`src/rtl/cart_rom_loader.sv`:
```
// cart_rom_loader
//   Bridges the hps_io ioctl download stream to the SDRAM write port. Each
//   ioctl byte becomes one toggle-handshake SDRAM write. ioctl_wait holds
//   off hps_io while a write is outstanding. When the download ends, the
//   bank mask (cart_sz) and console type (gg) are published to the mapper.
//
//   Optional feature: define HEADER_STRIP_EN to add the hdr_skip input.
//   hdr_skip is sampled at the download rise. When it is 1, the first 512
//   bytes are consumed silently and excluded from the byte count.
//
// Ports
//   clk_sys         system clock
//   reset           synchronous, active-high (power/PLL reset)
//   ioctl_download  download window active
//   ioctl_wr        one-cycle byte strobe
//   ioctl_dout      byte data
//   ioctl_index     file slot (2 = Game Gear)
//   hdr_skip        strip a 512-byte header (HEADER_STRIP_EN only)
//   ioctl_wait      hold-off to hps_io
//   mem_waddr       SDRAM byte address
//   mem_din         SDRAM write data
//   mem_we          write request (toggle)
//   mem_we_ack      write acknowledge (toggle; done when equal to mem_we)
//   cart_sz         bank mask, 2^n-1
//   gg              latched ioctl_index==2
//   overflow        sticky: bytes beyond the ROM limit were dropped
//   busy            FSM not idle
//   load_done       one-cycle pulse once a load is committed
module cart_rom_loader #(
  parameter int ADDR_W   = 24,
  parameter int BANK_LSB = 14,
  parameter int SZ_W     = 8
) (
  input  logic              clk_sys,
  input  logic              reset,
  input  logic              ioctl_download,
  input  logic              ioctl_wr,
  input  logic [7:0]        ioctl_dout,
  input  logic [7:0]        ioctl_index,
`ifdef HEADER_STRIP_EN
  input  logic              hdr_skip,
`endif
  output logic              ioctl_wait,
  output logic [ADDR_W-1:0] mem_waddr,
  output logic [7:0]        mem_din,
  output logic              mem_we,
  input  logic              mem_we_ack,
  output logic [SZ_W-1:0]   cart_sz,
  output logic              gg,
  output logic              overflow,
  output logic              busy,
  output logic              load_done
);

  localparam longint unsigned LIMIT = 64'd1 << (BANK_LSB + SZ_W);

  typedef enum logic [1:0] {
    IDLE   = 2'd0,
    ARMED  = 2'd1,
    WRITE  = 2'd2,
    FINISH = 2'd3
  } state_t;

  state_t            state, state_next;
  logic              dl_q;
  logic              dl_rise;
  logic [ADDR_W-1:0] counter;
  logic              gg_pend;
  logic              at_limit;
  logic              skip_active;
  logic              start_write;
  logic              ack_done;
  logic              skip_byte;
  logic              ovf_byte;
  logic              finish;

`ifdef HEADER_STRIP_EN
  logic [9:0] skip_cnt;
  always_comb skip_active = (skip_cnt != '0);
`else
  always_comb skip_active = 1'b0;
`endif

  always_comb dl_rise  = ioctl_download & ~dl_q;
  always_comb at_limit = (64'(counter) >= LIMIT);

  // Round the highest bank index up to the next 2^n-1 by smearing its MSB
  // into every lower bit.
  function automatic logic [SZ_W-1:0] bank_mask(input logic [ADDR_W-1:0] len);
    logic [ADDR_W-1:0] last;
    logic [SZ_W-1:0]   m;
    if (len == '0) return '0;
    last = (len - ADDR_W'(1)) >> BANK_LSB;
    m    = last[SZ_W-1:0];
    for (int unsigned i = 1; i < SZ_W; i++) m = m | (m >> i);
    return m;
  endfunction

  always_ff @(posedge clk_sys) begin
    if (reset) state <= IDLE;
    else       state <= state_next;
  end

  always_comb begin
    state_next  = state;
    start_write = 1'b0;
    ack_done    = 1'b0;
    skip_byte   = 1'b0;
    ovf_byte    = 1'b0;
    finish      = 1'b0;
    busy        = (state != IDLE);
    case (state)
      IDLE: begin
        if (dl_rise) state_next = ARMED;
      end
      ARMED: begin
        if (dl_rise) begin
          state_next = ARMED;
        end else begin
          if (ioctl_wr) begin
            if (skip_active)   skip_byte = 1'b1;
            else if (at_limit) ovf_byte  = 1'b1;
            else begin
              start_write = 1'b1;
              state_next  = WRITE;
            end
          end
          if (!start_write && !ioctl_download) state_next = FINISH;
        end
      end
      WRITE: begin
        // A restart while waiting keeps the write pending; only the ack
        // may release ioctl_wait.
        if (mem_we == mem_we_ack) begin
          ack_done   = 1'b1;
          state_next = ioctl_download ? ARMED : FINISH;
        end
      end
      FINISH: begin
        if (dl_rise) state_next = ARMED;
        else begin
          finish     = 1'b1;
          state_next = IDLE;
        end
      end
      default: state_next = IDLE;
    endcase
  end

  always_ff @(posedge clk_sys) begin
    if (reset) begin
      dl_q       <= 1'b0;
      ioctl_wait <= 1'b0;
      mem_we     <= mem_we_ack;
      mem_waddr  <= '0;
      mem_din    <= '0;
      cart_sz    <= '0;
      gg         <= 1'b0;
      gg_pend    <= 1'b0;
      overflow   <= 1'b0;
      load_done  <= 1'b0;
      counter    <= '0;
`ifdef HEADER_STRIP_EN
      skip_cnt   <= '0;
`endif
    end else begin
      dl_q      <= ioctl_download;
      load_done <= 1'b0;

      if (dl_rise) begin
        counter  <= '0;
        overflow <= 1'b0;
        gg_pend  <= (ioctl_index == 8'd2);
`ifdef HEADER_STRIP_EN
        skip_cnt <= hdr_skip ? 10'd512 : 10'd0;
`endif
      end else if (ack_done) begin
        counter <= counter + ADDR_W'(1);
      end

      if (start_write) begin
        mem_din    <= ioctl_dout;
        mem_waddr  <= counter;
        mem_we     <= ~mem_we;
        ioctl_wait <= 1'b1;
      end

      if (ack_done) ioctl_wait <= 1'b0;

`ifdef HEADER_STRIP_EN
      if (skip_byte) skip_cnt <= skip_cnt - 10'd1;
`endif

      if (ovf_byte) overflow <= 1'b1;

      if (finish) begin
        cart_sz   <= overflow ? '1 : bank_mask(counter);
        gg        <= gg_pend;
        load_done <= 1'b1;
      end
    end
  end

endmodule

```
`config.mk`:
```
export PLATFORM = sky130hd
export DESIGN_NAME = cart_rom_loader
export DESIGN_NICKNAME = d
export VERILOG_FILES = /design/src/rtl/cart_rom_loader.sv
export SDC_FILE = /design/constraint.sdc
export NUM_CORES = 1
export LEC_CHECK = 0
export CAP_MARGIN = 30
export CORE_AREA = 2 2 78 80
export CTS_BUF_LIST = sky130_fd_sc_hd__clkbuf_4
export CTS_CLUSTER_DIAMETER = 200
export DETAILED_ROUTE_END_ITERATION = 8
export DIE_AREA = 0 0 80 82
export DONT_BUFFER_PORTS = 1
export GPL_TIMING_DRIVEN = 1
export PLACE_DENSITY = 0.72
export SYNTH_ARGS = -nofsm -noshare
export SYNTH_HDL_FRONTEND = slang
export SYNTH_SLANG_ARGS = --single-unit
```
`constraint.sdc`:
```
create_clock -name clk_sys -period 6.5 [get_ports clk_sys]
set_input_delay 1.95 -clock clk_sys [delete_from_list [all_inputs] [get_ports clk_sys]]
set_output_delay 1.95 -clock clk_sys [all_outputs]
set_load 0.01 [all_outputs]
```
==> results by stage, run 1 <==
Final layout:
- Registers take 0.00147 mm^2.
- After routing the design area is 0.00343 mm^2.
- Summing all multi-input logic gate instances after layout gives 0.00159 mm^2.
- The synthesis-to-layout area growth is 7.49%.
- The number of antenna repair diodes is 0.
- The post-layout net count is 411.
- The fraction of final layout cells sized beyond drive strength 1 is 0.0638.
- The filler cells instantiated in the layout total 525.
- The post-route core utilization is 0.597.

Clock tree:
- The clock net in this run drives a total of 73 sinks.
- In this run the post-CTS setup repair buffer count came out at 0.
- The quantity of gates resized following cts is 0.
- The number of hold buffers added after cts is 0.
- The level count of the clock H-tree is 3.
- The maximum buffer depth of the clock tree is 2.
- The later pin in the worst-skew pair is clocked with a latency of 430 ps.
- The number of buffers created by CTS is 9.
- The clock-pin transition on the worst setup and hold timing paths is 130 ps.
- The CTS tree is done.
- The cell sitting at the root of the clock tree is a sky130_fd_sc_hd__clkbuf_4.

Logic synthesis:
- By count the netlist is led by 73 x sky130_fd_sc_hd__nand2_1, 72 x sky130_fd_sc_hd__dfxtp_1, 49 x sky130_fd_sc_hd__nor2_1, 39 x sky130_fd_sc_hd__a21oi_1, 25 x sky130_fd_sc_hd__clkbuf_1.
- sky130_fd_sc_hd__nand2_1 is the most common cell in the netlist.
- Ranked by total cell area, the synthesized netlist is headed by sky130_fd_sc_hd__dfxtp_1 45%, sky130_fd_sc_hd__nand2_1 8.6%, sky130_fd_sc_hd__a21oi_1 6.1%.
- The most used flip-flop cell after synthesis is sky130_fd_sc_hd__dfxtp_1.
- The share of synthesized area in the top cell type comes to 0.452.
- Yosys printed 0 warnings.
- The summed instance area of the synthesized netlist is 0.00319 mm^2.
- The number of enable-type register cells in the synthesized netlist is 1.
- The net count of the mapped netlist is 424.
- The mean post-synth cell area is 7.97 um^2.
- The fraction of the yosys area taken by sequential cells is 0.461.
- The biggest area consumer among synthesized cells is sky130_fd_sc_hd__dfxtp_1.
- The share of flip-flops with an asynchronous set or reset after synthesis is 0.
- Counting flops and latches in the post-synthesis netlist gives 73.
- Synthesis produced a netlist whose cell count is 400.
- The distinct cell type count after synthesis is 41.

Setup path:
- The worst setup path is captured at a flip-flop.
- The required time reported for the critical path endpoint is 6660 ps.
- The type of the worst setup path is primary input to flip-flop.
- At the worst endpoint, the arrival time is 3330 ps.
- The startpoint class of the critical path is a primary input.
- The slack of the worst reg-to-reg path is 4170 ps.
- Along the worst path, the maximum fanout reaches 16.

Power and ir drop:
- The worst vdd rail ir drop is 0.167 mV.
- The cell-internal power is 697 uW.
- The total power is 890 uW.
- The areal power density over the cells is 260 mW/mm^2.
- Of the total power, registers draw 0.515.
- The share of total power dissipated in combinational logic is 0.032.
- The share of total power dissipated in the clock network is 0.452.
- In this run the static leakage power is 1.22 nW.
- The switching power share of the total is 0.217.
- For this design the total switching power over the nets is 193 uW.

Global route:
- The total routing resource utilization after global routing is 0.221.
- The initial antenna violation count came to 0.
- The via count of the first global-routing pass is 2,303.
- The first global-routing pass estimated 11,200 um of wire.
- The total overflow left after global routing is 0.
- The pin count of the biggest net entering global routing is 45.

Run:
- The count of maximum capacitance violations is 0.

Placement:
- The congestion estimate from routability-driven global placement came to 0.810.
- The cell area after placement is 0.00322 mm^2.
- The total half-perimeter wirelength after legalization and detailed placement is 4800 um.
- Input and output buffers added on the ports amount to 0.

STA:
- For this run, the top clock speed supported by timing is 315 MHz.
- The routed design could run at a clock period as short as 3170 ps.
- The number of endpoints failing setup at the final stage is 0.
- Setup repair after global routing left no endpoint under its margin.
- The worst hold slack is 464 ps.
- Setup total negative slack on the finished layout was measured at 0 ps.
- At the pin with the least slew margin, the transition time is 965 ps.
- Between clock sinks in the finished design, the worst skew comes to 15.8 ps.
- The count of pins over their slew limit was 0.
- The final count of hold timing violations is 0.
- The worst slew margin relative to its limit is 0.357.
- The final period utilization is 0.488.

Route:
- The count of nets left with antenna violations once routing finished came out at 0.
- The number of vias per cell is 5.63.
- The violation count after the first detailed-route iteration is 185.
- The final layout contains routed wiring with a total length of 6990 um.
- The pre-antenna-repair detailed-routing pass consisted of 4 iterations.
- For this run, design rule violations remaining after detail routing come to 0.
- The via count is 2,630.
- The detailed-route wire length per cell is 15.0 um.

Die:
- For this design the top-level I/O count stands at 67.
- Measured along the x axis, the die boundary spans 80 um.
- The row count is 28.
- The initial utilization of the core area, before any placement, comes to 0.555.
- After floorplanning, the core was sized to cover 0.00575 mm^2.
- The die covers 0.00656 mm^2.
- The chip height is 82 um.

Run status:
- The run finished with clean final reports.

Hold path:
- The path class of the lowest-slack min-delay path is flip-flop to flip-flop.
## power groups by stage
stage / Clock (mW) / Combinational (mW) / Sequential (mW)
finish: 0.403 / 0.0289 / 0.458
global route: 0.427 / 0.0325 / 0.460
CTS: 0.408 / 0.0292 / 0.459
detailed placement: 0 / 0.0291 / 0.469
global placement: 0 / 0.0270 / 0.468
floorplan: 0 / 0.0266 / 0.468
## stage by stage
step / std cells / setup slack [ps]
3_5_place_dp: 451 / 2860
5_1_grt: 467 / 3190
6_report: 467 / 3330
3_3_place_gp: 450 / 2890
2_1_floorplan: 400 / 3350
4_1_cts: 467 / 3320
## state kept, by name (all words and copies together) (netlist names), 2 cells and up
register   flops
state          2
mem_din        8
counter       24
cart_sz        8
mem_waddr     24
## cells by family (layout without fill, tap and decap cells)
family	count (synthesis)	count (layout)	synth area share
adders and majority gates	3	3	0.0118
xor gates and xnor gates	26	26	0.0714
DFF	73	73	0.461
AOI/OAI and AO/OA	67	67	0.114
buffers and inverters	34	26	0.0404
muxes	3	3	0.00942
and+or+nand+nor	194	194	0.291
## area by class of cell
class,instances,area share
inverter,8,0.00876
timing repair buffer,2,0.0102
clock inverter,7,0.0412
clock buffer,9,0.0197
multi-input combinational,293,0.464
tap,75,0.0274
sequential,73,0.429
## critical path, stage by stage
cell and delay [ps]:
sky130_fd_sc_hd__nand2b_1 200, sky130_fd_sc_hd__nand4_1 590, sky130_fd_sc_hd__buf_4 440, sky130_fd_sc_hd__nand2b_1 140
## final timing paths
kind                                                from          endpoint  depth (start not counted)
worst max-delay path                      ioctl_download  mem_we$_DFFE_PP_                          4
worst max register to register  counter[22]$_SDFFE_PP0P_  mem_we$_DFFE_PP_                          4
worst min-delay path                gg_pend$_SDFFE_PP0P_   gg$_SDFFE_PP0P_                          2
worst min register to register      gg_pend$_SDFFE_PP0P_   gg$_SDFFE_PP0P_                          2
## placed cells by master, fill, tap and decap left out, types with 4 or more instances in the layout
| cell | synthesis | final |
|---|---|---|
| sky130_fd_sc_hd__and4_1 | 4 | 4 |
| sky130_fd_sc_hd__dfxtp_1 | 72 | 72 |
| sky130_fd_sc_hd__nor3_1 | 5 | 5 |
| sky130_fd_sc_hd__a21oi_1 | 39 | 39 |
| sky130_fd_sc_hd__a31oi_1 | 5 | 5 |
| sky130_fd_sc_hd__nand2b_1 | 4 | 4 |
| sky130_fd_sc_hd__nor2_1 | 49 | 49 |
| sky130_fd_sc_hd__nand3_1 | 19 | 19 |
| sky130_fd_sc_hd__clkbuf_4 | 0 | 9 |
| sky130_fd_sc_hd__nand4_1 | 10 | 10 |
| sky130_fd_sc_hd__nand2_1 | 73 | 73 |
| sky130_fd_sc_hd__bufinv_16 | 0 | 4 |
| sky130_fd_sc_hd__and3_1 | 4 | 4 |
| sky130_fd_sc_hd__o21ai_0 | 13 | 13 |
| sky130_fd_sc_hd__xnor2_1 | 10 | 10 |
| sky130_fd_sc_hd__nor2b_1 | 4 | 4 |
| sky130_fd_sc_hd__xor2_1 | 16 | 16 |
| sky130_fd_sc_hd__inv_1 | 8 | 8 |
## routing by layer
| layer | GRT usage | wire [um] |
|---|---|---|
| met5 | 0 | 0 |
| met3 | 0.0560 | 479 |
| met4 | 0.100 | 71 |
| met1 | 0.288 | 3140 |
| met2 | 0.345 | 3300 |
(Power assumes the default switching activity.)
==> inputs of run 2 (changes only) <==
--- a/config.mk
+++ b/config.mk
@@ -5,12 +5,13 @@
 export SDC_FILE = /design/constraint.sdc
 export NUM_CORES = 1
 export LEC_CHECK = 0
+export ABC_AREA = 1
 export CAP_MARGIN = 30
-export CORE_AREA = 2 2 78 80
+export CORE_AREA = 2 2 82 84
 export CTS_BUF_LIST = sky130_fd_sc_hd__clkbuf_4
 export CTS_CLUSTER_DIAMETER = 200
 export DETAILED_ROUTE_END_ITERATION = 8
-export DIE_AREA = 0 0 80 82
+export DIE_AREA = 0 0 84 86
 export DONT_BUFFER_PORTS = 1
 export GPL_TIMING_DRIVEN = 1
 export PLACE_DENSITY = 0.72
==> constraint.sdc (replaced) <==
create_clock -name clk_sys -period 3.09 [get_ports clk_sys]
set_input_delay 0.927 -clock clk_sys [delete_from_list [all_inputs] [get_ports clk_sys]]
set_output_delay 0.927 -clock clk_sys [all_outputs]
set_load 0.01 [all_outputs]
==> run 2 against run 1 <==
Final area up 8.1%. Utilization down 0.65 points. Count of clock-buffer cells in the layout did not move. First-iteration DRC count up 10%. Hold slack worse by 6.7 ps. Clock skew down 1.5 ps. Non-clock buffer count up 3. Sequential power increased by 120%.
==> results by stage, run 2 <==
Die:
- The die is 86 um tall.
- The initial utilization of the core area, before any placement, comes to 0.559.
- The row count is 29.
- The floorplan step defined a die boundary enclosing 0.00722 mm^2.
- The die is 84 um wide.
- The core region area is 0.00628 mm^2.
- The number of I/O pins is 67.

Setup path:
- STA classifies the critical path startpoint as a flip-flop.
- The most frequent cell on the critical path is sky130_fd_sc_hd__nand2_1.
- Grouping stages by cell kind, the critical path spends the most delay in simple AND/OR/NAND/NOR gates.
- Along the worst path, the maximum fanout reaches 13.
- The required time reported for the critical path endpoint is 3410 ps.
- Data arrives at the worst endpoint at 2370 ps.
- The buffers plus inverters on the worst setup path is 0.
- The setup path with the least slack is of type flip-flop to flip-flop.
- The slowest stage cell on the critical path is sky130_fd_sc_hd__edfxtp_1.
- The delay contributed by the slowest stage of the critical path is 490 ps.
- STA classifies the critical path endpoint as a flip-flop.
- The signal on the critical path passes through xnor2_1 -> nand2_2 -> nor3_4 -> nand2_1 -> nor3_2 -> nand2_1 -> nor2_1 -> nor3b_2.

Power and ir drop:
- The power share of the sequential group is 0.585.
- IR analysis of the VDD net gives a maximum drop of 0.376 mV.
- The switching component of the power is 457 uW.
- The cell-internal power is 1.25 mW.
- The design draws 1.71 mW.
- Of the total power, combinational logic draws 0.053.
- Dividing total power by cell area gives a power density of 462 mW/mm^2.
- Of the total power, the clock network draws 0.362.
- The analysis attributes to cell leakage a power of 1.57 nW.
- Of the total power, the share spent switching nets is 0.267.

Clock tree:
- CTS saw 73 sinks.
- The library cell used as clock root buffer is sky130_fd_sc_hd__clkbuf_4.
- The quantity of gates resized following cts is 0.
- The H-tree was split into 3 levels.
- The CTS tree is done.
- The later pin in the worst-skew pair is clocked with a latency of 430 ps.
- The number of hold buffers added after cts is 0.
- The maximum buffer depth of the clock tree is 2.
- The buffer count from post-CTS setup fixing is 0.
- Clock tree synthesis inserted a total of 9 buffers.
- Clock-pin slew was measured on the worst setup and hold paths at 130 ps.

Run:
- Across the run, the number of max-cap violations was 0.

Final layout:
- The final standard cell count with taps included and fillers excluded is 584.
- In the layout the commonest cells are 98 x sky130_fd_sc_hd__nand2_1, 86 x sky130_fd_sc_hd__nor2_1, 72 x sky130_fd_sc_hd__dfxtp_1, 51 x sky130_fd_sc_hd__o21ai_0, 49 x sky130_fd_sc_hd__inv_1.
- The synthesis-to-layout area growth is 5.67%.
- After filler insertion, the fill cell instance count of the layout stands at 615.
- The number of antenna repair diodes is 0.
- The final layout contains 526 nets.
- Leaving out fill and tap cells, the most frequent cell in the layout is sky130_fd_sc_hd__nand2_1.
- The largest registers in the layout are counter (24), mem_waddr (24).
- The fraction of final layout cells sized beyond drive strength 1 is 0.0750.

Logic synthesis:
- The summed instance area of the synthesized netlist is 0.00351 mm^2.
- In the synthesized netlist, the cells that appear most often are 98 x sky130_fd_sc_hd__nand2_1, 86 x sky130_fd_sc_hd__nor2_1, 72 x sky130_fd_sc_hd__dfxtp_1, 51 x sky130_fd_sc_hd__o21ai_0, 49 x sky130_fd_sc_hd__inv_1.
- Yosys mapped the design onto 36 distinct sky130hd cell types.
- Among all cell types in the netlist, the one instantiated most often is sky130_fd_sc_hd__nand2_1.
- For this run, the leading register cell type out of synthesis is sky130_fd_sc_hd__dfxtp_1.
- In this run, synthesis produced a sequential element count of 73.
- Yosys printed 0 warnings.
- The net count of the mapped netlist is 529.
- Of the post-synthesis cell area, the dominant cell type holds 0.411.
- The instance count of the mapped netlist is 505.
- Of the synthesized area, sequential elements account for 0.420.
- After synthesis, the mean cell area works out to 6.94 um^2.
- The synthesized design spends more area on one cell type than any other, namely sky130_fd_sc_hd__dfxtp_1.
- Yosys mapped a number of flops with a built-in enable equal to 1.
- The share of flip-flops with an asynchronous set or reset after synthesis is 0.
- Ranked by total cell area, the synthesized netlist is headed by sky130_fd_sc_hd__dfxtp_1 41%, sky130_fd_sc_hd__nand2_1 10%, sky130_fd_sc_hd__nor2_1 9.2%.

STA:
- For the pin with the worst max-slew slack, the measured transition is 416 ps.
- The final count of hold timing violations was 0.
- Setup repair after global routing left no endpoint under its margin.
- Dividing the final minimum period by the clock period gives 0.663.
- The worst hold slack is 458 ps.
- The achievable clock frequency is 488 MHz.
- The worst slew margin relative to its limit is 0.722.
- The setup total negative slack is 0 ps.
- Setup violations remaining at the end of the flow were counted as 0.
- The count of pins over their slew limit was 0.
- Between clock sinks in the finished design, the worst skew comes to 14.3 ps.
- The time the final worst path needs with I/O delays and setup is 2050 ps.

Global route:
- In the global route stage, overall resource usage came out at 0.242.
- The total overflow left after global routing is 0.
- The via count of the first global-routing pass came to 2,968.
- Entering global routing, the biggest net connects 47 pins.
- The initial antenna violation count is 0.
- The first-pass GRT wire length is 14,000 um.

Route:
- Wires add up to 8110 um.
- In the final routed layout, each cell accounts on average for 13.9 um.
- The first detailed-routing pass ran for 4 iterations.
- The via count is 3,155.
- The number of vias per cell is 5.40.
- For this run, design rule violations remaining after detail routing come to 0.
- For this block, the initial DRC count from the detailed router was 204.
- The detail route stage leaves a number of antenna-violating nets equal to 0.

Placement:
- Input and output buffers added on the ports amount to 0.
- The routability-driven placement congestion ratio is 0.940.
- The cell total after placement is 568.
- The total half-perimeter wirelength after legalization and detailed placement is 5970 um.

Hold path:
- The path class of the lowest-slack min-delay path is flip-flop to flip-flop.

Run status:
- The run finished with clean final reports.
## run 2: per-stage QoR
stage	util	area (um^2)	setup WS, ps
5_1_grt	0.590	3700	771
3_5_place_dp	0.567	3560	605
2_1_floorplan	-	3510	989
6_report	0.590	3700	1040
4_1_cts	0.590	3700	1030
3_3_place_gp	0.567	3560	686
## run 2: kinds of logic (layout without fill, tap and decap cells)
kind of cell,after synthesis,in the layout,share of synthesized area
AND/OR/NAND/NOR,248,248,0.316
buffers and inverters,70,72,0.0771
XOR/XNOR,13,13,0.0325
flip-flops,73,73,0.420
AO/OA/AOI/OAI,98,98,0.144
adder cells (fa/ha/maj),3,3,0.0107
## run 2: routing by layer
| layer | up-vias | part of all wire | track usage |
|---|---|---|---|
| met1 | 1430 | 0.46 | 0.324 |
| met5 | - | 0 | 0 |
| met2 | 76 | 0.47 | 0.382 |
| met3 | 12 | 0.053 | 0.0472 |
| li1 | 1637 | - | - |
| met4 | 0 | 0.018 | 0.110 |
## run 2: tightest hold or removal path, cell delays in order (launching register included)
cell	delay, ps
sky130_fd_sc_hd__dfxtp_1	320
sky130_fd_sc_hd__inv_1	60
sky130_fd_sc_hd__a21oi_1	60
## run 2: worst paths after layout
check	startpoint	end	slack [ps]	cells past startpoint
min reg2reg	gg_pend$_SDFFE_PP0P_	gg$_SDFFE_PP0P_	460	2
max	mem_we$_DFFE_PP_	counter[19]$_SDFFE_PP0P_	1040	8
max reg2reg	mem_we$_DFFE_PP_	counter[19]$_SDFFE_PP0P_	1040	8
min	gg_pend$_SDFFE_PP0P_	gg$_SDFFE_PP0P_	460	2
## run 2: power groups by stage
stage          Combinational [mW]  Sequential [mW]  Clock (mW)
2_1_floorplan              0.0723             1.02           0
3_3_place_gp               0.0882             1.02           0
3_5_place_dp               0.0904             1.02           0
4_1_cts                    0.0909             1.00       0.635
5_1_grt                     0.105             1.01       0.669
6_report                   0.0904             1.00       0.619
## run 2: layout make-up
type | count | area (um^2) | area share
flip-flops and latches | 73 | 1470 | 0.397
inverters | 51 | 193 | 0.0520
clock buffers | 9 | 67.6 | 0.0182
well taps | 77 | 96.3 | 0.0260
clock inverters | 7 | 75.1 | 0.0203
multi-input cells | 362 | 1760 | 0.476
repair buffers | 5 | 37.5 | 0.0101
